`config.mk`:
```
export PLATFORM = sky130hd
export DESIGN_NAME = pipe_in2out_fifo
export DESIGN_NICKNAME = d
export VERILOG_FILES = /design/src/rtl/pipe_in2out_fifo.sv
export SDC_FILE = /design/constraint.sdc
export NUM_CORES = 1
export LEC_CHECK = 0
export CELL_PAD_IN_SITES_DETAIL_PLACEMENT = 0
export CELL_PAD_IN_SITES_GLOBAL_PLACEMENT = 2
export CORE_ASPECT_RATIO = 1.25
export CORE_MARGIN = 8
export CORE_UTILIZATION = 43
export CTS_CLUSTER_SIZE = 40
export DETAILED_ROUTE_END_ITERATION = 6
export GPL_ROUTABILITY_DRIVEN = 0
export PLACE_DENSITY = 0.88
export SETUP_SLACK_MARGIN = 0.02
export SLEW_MARGIN = 20
export SYNTH_ARGS = -nofsm -noshare
export SYNTH_HDL_FRONTEND = slang
export SYNTH_SLANG_ARGS = --single-unit
```
`constraint.sdc`:
```
create_clock -name CLK -period 5.15 [get_ports CLK]
set_input_delay 0.7725 -clock CLK [delete_from_list [all_inputs] [get_ports CLK]]
set_output_delay 0.7725 -clock CLK [all_outputs]
set_load 0.05 [all_outputs]
```
`src/rtl/pipe_in2out_fifo.sv`:
```
// rtl/pipe_in2out_fifo.sv - PipeIn-to-PipeOut elastic buffer, circular store of depth entries.
// Optional same-cycle empty bypass enabled by defining PIPE_IN2OUT_BYPASS_EN.
module pipe_in2out_fifo #(
   parameter int width = 32,
   parameter int depth = 4
) (
   input  logic                       CLK,
   input  logic                       nRST,
   input  logic                       in_enq_ena_i,
   input  logic [width-1:0]           in_enq_v_i,
   output logic                       in_enq_rdy_o,
   output logic [width-1:0]           out_first_o,
   output logic                       out_first_rdy_o,
   input  logic                       out_deq_ena_i,
   output logic                       out_deq_rdy_o,
   output logic [$clog2(depth+1)-1:0] count_o
);

   localparam int AW = $clog2(depth);
   localparam int CW = $clog2(depth+1);

   logic [width-1:0] mem_q [depth];
   logic [AW-1:0]    wp_q, wp_d, rp_q, rp_d;
   logic [CW-1:0]    cnt_q, cnt_d;
   logic             enq_fire, deq_fire, bypass, bypass_consume;

   always_comb begin
      in_enq_rdy_o = (cnt_q != CW'(depth));
`ifdef PIPE_IN2OUT_BYPASS_EN
      bypass = (cnt_q == '0) && in_enq_ena_i;
`else
      bypass = 1'b0;
`endif
      out_first_rdy_o = (cnt_q != '0) || bypass;
      out_deq_rdy_o   = out_first_rdy_o;
      out_first_o     = bypass ? in_enq_v_i : mem_q[rp_q];
      count_o         = cnt_q;

      enq_fire       = in_enq_ena_i && in_enq_rdy_o;
      deq_fire       = out_deq_ena_i && out_deq_rdy_o;
      // A bypassed value that is dequeued in the same cycle never lands in storage.
      bypass_consume = bypass && deq_fire;

      wp_d = enq_fire ? wp_q + AW'(1) : wp_q;
      rp_d = deq_fire ? rp_q + AW'(1) : rp_q;
      cnt_d = cnt_q;
      if (enq_fire && !deq_fire) begin
         cnt_d = cnt_q + CW'(1);
      end else if (deq_fire && !enq_fire) begin
         cnt_d = cnt_q - CW'(1);
      end
   end

   always_ff @(posedge CLK or posedge nRST) begin
      if (nRST) begin
         wp_q  <= '0;
         rp_q  <= '0;
         cnt_q <= '0;
         for (int i = 0; i < depth; i++) begin
            mem_q[i] <= '0;
         end
      end else begin
         wp_q  <= wp_d;
         rp_q  <= rp_d;
         cnt_q <= cnt_d;
         if (enq_fire && !bypass_consume) begin
            mem_q[wp_q] <= in_enq_v_i;
         end
      end
   end

endmodule

```
# --- Yosys cells after proc, flatten, opt, wreduce, memory -nomap -nowiden ---
# Index checks and enable logic that the tools add are counted.
classes:
  bitwise_logic: 2
  div: 0
  multipliers: 0
  shift: 0
  mux: 8
  n_lt_le_gt_ge: 3
  n_eq_ne: 1
  add_sub_neg: 4
  reduce_logical: 9
op_table:
  columns: ["op", "n"]
  rows:
  - ["$bwmux 128", 1]
  - ["$mux 32", 3]
  - ["$bmux 32 s2", 1]
  - ["$demux 32 s2", 1]
  - ["$ge 3x3->1 const B", 2]
  - ["$mux 3", 2]
  - ["$not 2->3", 2]
  - ["$logic_and 1x1->1", 5]
  - ["$add 2x1->2 const B", 2]
  - ["$add 3x1->3 const B", 1]
  - ["$lt 3x1->1 const B", 1]
  - ["$ne 3x3->1 const B", 1]
  - ["$reduce_bool 3->1", 1]
  - ["$sub 3x1->3 const B", 1]
  - ["$logic_not 1->1", 2]
  - ["$reduce_bool 2->1", 1]
totals:
  latchBits: 0
  ff_bits: 135
  input_bits: 36
  memories: 0
  out_inout_bits: 38
  ram_bits: 0
  elab_cells: 34
  romBits: 0

# --- Longest topological paths before layout ---
logic_depth:
  depth_word: 6
  mapped_depth: 9
  depth_no_buf: 8

# --- Worst setup path before layout ---
# No wires, ideal clock.
synth_timing:
  kind: "flip-flop to flip-flop"
  from: "register cnt_q[0], in the netlist count_o[0]"
  to: "register cnt_q[2], in the netlist count_o[2]"
  t_arrival_ps: 2447
  setup_slack_ps: 2621
  stages_incl_launch_ff: 9
  period_less_slack_ps: 2529
  setup_ps: 82
  required_time_ps: 5068
  path_buffers: 0
  cell_sequence: "dfrtp_1 > or3_1 > nand2_1 > ha_1 > inv_1 > fa_1 > xor2_1 > nor2_1 > xor2_1"
synth_between:
  elab_chain_len: 5
  word_cells_on_any_way: 13
  cone_classes: "add/sub: 2; eq/ne: 1; mux: 2; reduce/logical: 8"
synth_rtl:
  columns: ["item", "line", "rtl"]
  rows:
  - ["start, declared", "24", "logic [CW-1:0] cnt_q, cnt_d;"]
  - ["start signal, assigned", "65", "cnt_q <= cnt_d;"]
  - ["$reduce_bool 3->1 *", "34", "out_first_rdy_o = (cnt_q != '0) || bypass;"]
  - ["net out_deq_rdy_o", "15", "output logic out_deq_rdy_o,"]
  - ["$logic_and 1x1->1 *", "40", "deq_fire = out_deq_ena_i && out_deq_rdy_o;"]
  - ["$logic_not 1->1", "47", "if (enq_fire && !deq_fire) begin"]
  - ["$logic_and 1x1->1", "47", null]
  - ["$mux 3 / $reduce_bool 2->1 (equally long branches)", null, null]
# Mark *: on every way through the listed nets, which the timed path passes. The rest lies on a longest branch. The select of a mux whose other input is x is not followed.
# A chain may end at the register's enable or synchronous reset.

# --- Worst setup path in the final report ---
layout_timing:
  from: "register rp_q[0]"
  to: "output out_first_o[11]"
layout_between:
  elab_chain_len: 4
layout_rtl:
  columns: ["item", "line", "rtl"]
  rows:
  - ["start, declared", "23", "logic [AW-1:0] wp_q, wp_d, rp_q, rp_d;"]
  - ["start signal, assigned", "64", "rp_q <= rp_d;"]
  - ["$not 2->3 (not written as such)", "36", "out_first_o = bypass ? in_enq_v_i : mem_q[rp_q];"]
  - ["$bmux 32 s2", "36", null]
  - ["$mux 32 (not written as such) (2 in a row)", "36", null]
  - ["end, declared", "12", "output logic [width-1:0] out_first_o,"]
# No other way between the ends. The select of a mux whose other input is x is not followed.

==> results.sh <==
export IMPL_status="finished, final reports clean"
export IMPL_yosysWarningCount=0
export IMPL_syn2layout_area_growth_pct=19.34
export IMPL_fin_nets=460
export IMPL_die_height_um=154.3
export IMPL_final_layout_size_suffix_gt1_share_pct=46.40
export IMPL_ant_nets=0
export IMPL_synth_edf_count=0
export IMPL_ioPinCount=74
export IMPL_period_share_pct=73.36
export IMPL_dp_cells=581
export IMPL_wire_per_inst_um=21.18
export IMPL_start_util_pct=44.00
export IMPL_whs_path_depth=1
export IMPL_ys_types=22
export IMPL_grt_pass1_vias=3789
export IMPL_grt_overflow=0
export IMPL_antenna_found_initial=0
export IMPL_synthTopCellsByCount="135 x dfrtp_1, 120 x mux2_4, 32 x mux4_2"
export IMPL_grt_total_usage_pct=14.45
export IMPL_cts_buffer_depth=2
export IMPL_crit_fanout=25
export IMPL_tightestPinTransition_ns=0.9420
export IMPL_dr_total_vias=3217
export IMPL_ys_async_sr_fraction_pct=100.0
export IMPL_skew_ns=0.004169
export IMPL_netlist_top_cells_area="dfrtp_1 51%, mux2_4 27%, mux4_2 11%, buf_12 3.7%, mux2_2 1.5%"
export IMPL_synth_ff_type="dfrtp_1"
export IMPL_syn_area_per_cell_um2=18.80
export IMPL_clock_sinks=135
export IMPL_drv_cap=0
export IMPL_coreArea_mm2=0.01495
export IMPL_ctsResizeCount=0
export IMPL_reg2reg_slack_ns=2.88
export IMPL_io_buffers=73
export IMPL_critPathBufInv=2
export IMPL_cts_tree="yes"
export IMPL_synth_top_area_share_pct=51.35
export IMPL_grt_max_degree=80
export IMPL_dieArea_mm2=0.01954
export IMPL_ctsHoldBuffers=0
export IMPL_cts_root_buf="clkbuf_16"
export IMPL_post_cts_buffers=0
export IMPL_slew_headroom_pct=37.20
export IMPL_setup_viol=0
export IMPL_worstSkewPairLatency_ns=0.41
export IMPL_drc=0
export IMPL_maxClockFrequency_mhz=264.7
export IMPL_final_hold_viol_count=0
export IMPL_fillers=1168
export IMPL_reg2reg_from="count_o[1]"
export IMPL_hp_class="reg -> reg"
export IMPL_cp_cell_sequence="buf_4 > mux4_2 > clkdlybuf4s50_1"
export IMPL_reg2reg_depth=6
export IMPL_start_kind="flip-flop"
export IMPL_synth_seq_cells=135
export IMPL_drtIter0Drc=200
export IMPL_arrival_ns=3.01
export IMPL_period_minus_slack_ns=3.778
export IMPL_min_to="mem_q[62]"
export IMPL_insertedDiodeCount=0
export IMPL_yosysMostFrequentCell="dfrtp_1"
export IMPL_clk_pin_slew_ns=0.06
export IMPL_critPathMaxStageDelay_ns=0.96
export IMPL_worstHoldStart="mem_q[62]"
export IMPL_path_delay_family="buffers and inverters"
export IMPL_finalMaxSlewViolations=0
export IMPL_crit_slowest_cell="dfrtp_2"
export IMPL_numCtsBuffers=17
export IMPL_setup_tns_ns=0
export IMPL_place_hpwl_mm=7.815
export IMPL_synthesis_area_mm2=0.006579
export IMPL_wl_mm=12.98
export IMPL_synth_fp_nets=392
export IMPL_netlist_instances=350
export IMPL_yosysTopAreaCell="dfrtp_1"
export IMPL_dr_pass1_iters=4
export IMPL_worstReg2RegEnd="count_o[1]"
export IMPL_path_class="reg -> out"
export IMPL_rows=50
export IMPL_cp_required_ns=4.38
export IMPL_seq_area_frac_synth_pct=51.35
export IMPL_rsz0062_at_grt="no"
export IMPL_detail_route_vias_per_cell=5.248
export IMPL_die_w_um=126.6
export IMPL_grt_pass1_wl_mm=21.65
export IMPL_h_tree_depth=4
export IMPL_worstSetupEndpointType="output pin"
export IMPL_fin_cells=613
kinds of logic after synthesis:
group	Yosys count	synth area share, %
mux	161	39.88
flops	135	51.35
buf+inv	30	5.363
simple gates	11	1.274
xor+xnor	6	0.7988
fa+ha+maj	6	1.255
compound gates	1	0.07600
worst reg2reg max path, delay by kind of cell, from the launching register on:
kind          cells  cell delay (ns)
fa+ha+maj         2             0.64
buf+inv           1             0.07
flops             1             0.43
mux               1             0.26
simple gates      2             0.76
sequential cells by signal (all words and copies together), names as in the netlist:
name	flops
rp_q	2
wp_q	2
count_o	3
mem_q	128
placed cells by master (no fill, tap or decap):
cell type        instances
clkbuf_16               17
dfrtp_1                133
clkinv_2                 4
clkinvlp_4               1
ha_1                     5
clkdlybuf4s50_1         73
and2_1                   1
nor2_1                   1
clkbuf_1                 2
and3_4                   4
buf_12                   1
mux2_4                 120
fa_1                     1
mux2_2                   9
mux4_2                  32
nand3_1                  2
xnor2_1                  4
bufinv_16                3
nand2_1                  1
or3_1                    1
clkbuf_8                 5
dfrtp_2                  2
xor2_1                   2
inv_1                    3
or3b_1                   1
buf_4                    1
o21ai_0                  1
inv_4                    1
final cells by class:
class	count	area [µm²]	area share [%]
well taps	182	227.7	2.900
flip-flops and latches	135	3381	43.06
inverters	4	17.52	0.2231
repair buffers	75	758.2	9.657
clock buffers	24	501.7	6.390
clock inverters	8	117.6	1.498
multi-input cells	185	2848	36.27
per-layer routing:
layer  up-vias  part of all wire (%)  routed length [µm]  global-route usage, %
met4         0                   1.9                 243                  6.663
met1      1719                    44                5738                  18.04
met5         -                     0                   0                      0
met3        20                   4.0                 523                  3.990
li1       1414                     -                   -                      -
met2        64                    50                6476                  22.86
stage by stage:
stage	worst slack, ns	utilization [%]	hold WS [ns]	instance area (µm²)
detailed placement	1.708	48.37	0.4890	7232
floorplan	0.7664	-	0.4751	6579
global placement	1.714	48.37	0.4833	7232
global route	1.143	52.51	0.5134	7851
CTS	1.240	52.51	0.5041	7851
finish	1.372	52.51	0.4997	7851
how the worst max path moves through the flow:
| stage | startpoint | to | slack [ns] | cells after the start |
|---|---|---|---|---|
| finish | rp_q[0] | out_first_o[11] | 1.37 | 3 |
| CTS | rp_q[0] | out_first_o[11] | 1.24 | 3 |
| global route | rp_q[0] | out_first_o[11] | 1.14 | 3 |
| detailed placement | rp_q[0] | out_first_o[11] | 1.71 | 3 |
| floorplan | nRST | count_o[0] | 0.77 | 1 |
| global placement | rp_q[0] | out_first_o[11] | 1.71 | 3 |
Power is not shown: default switching activity piles up to over one toggle a cycle in this logic, so the estimate is an artifact.
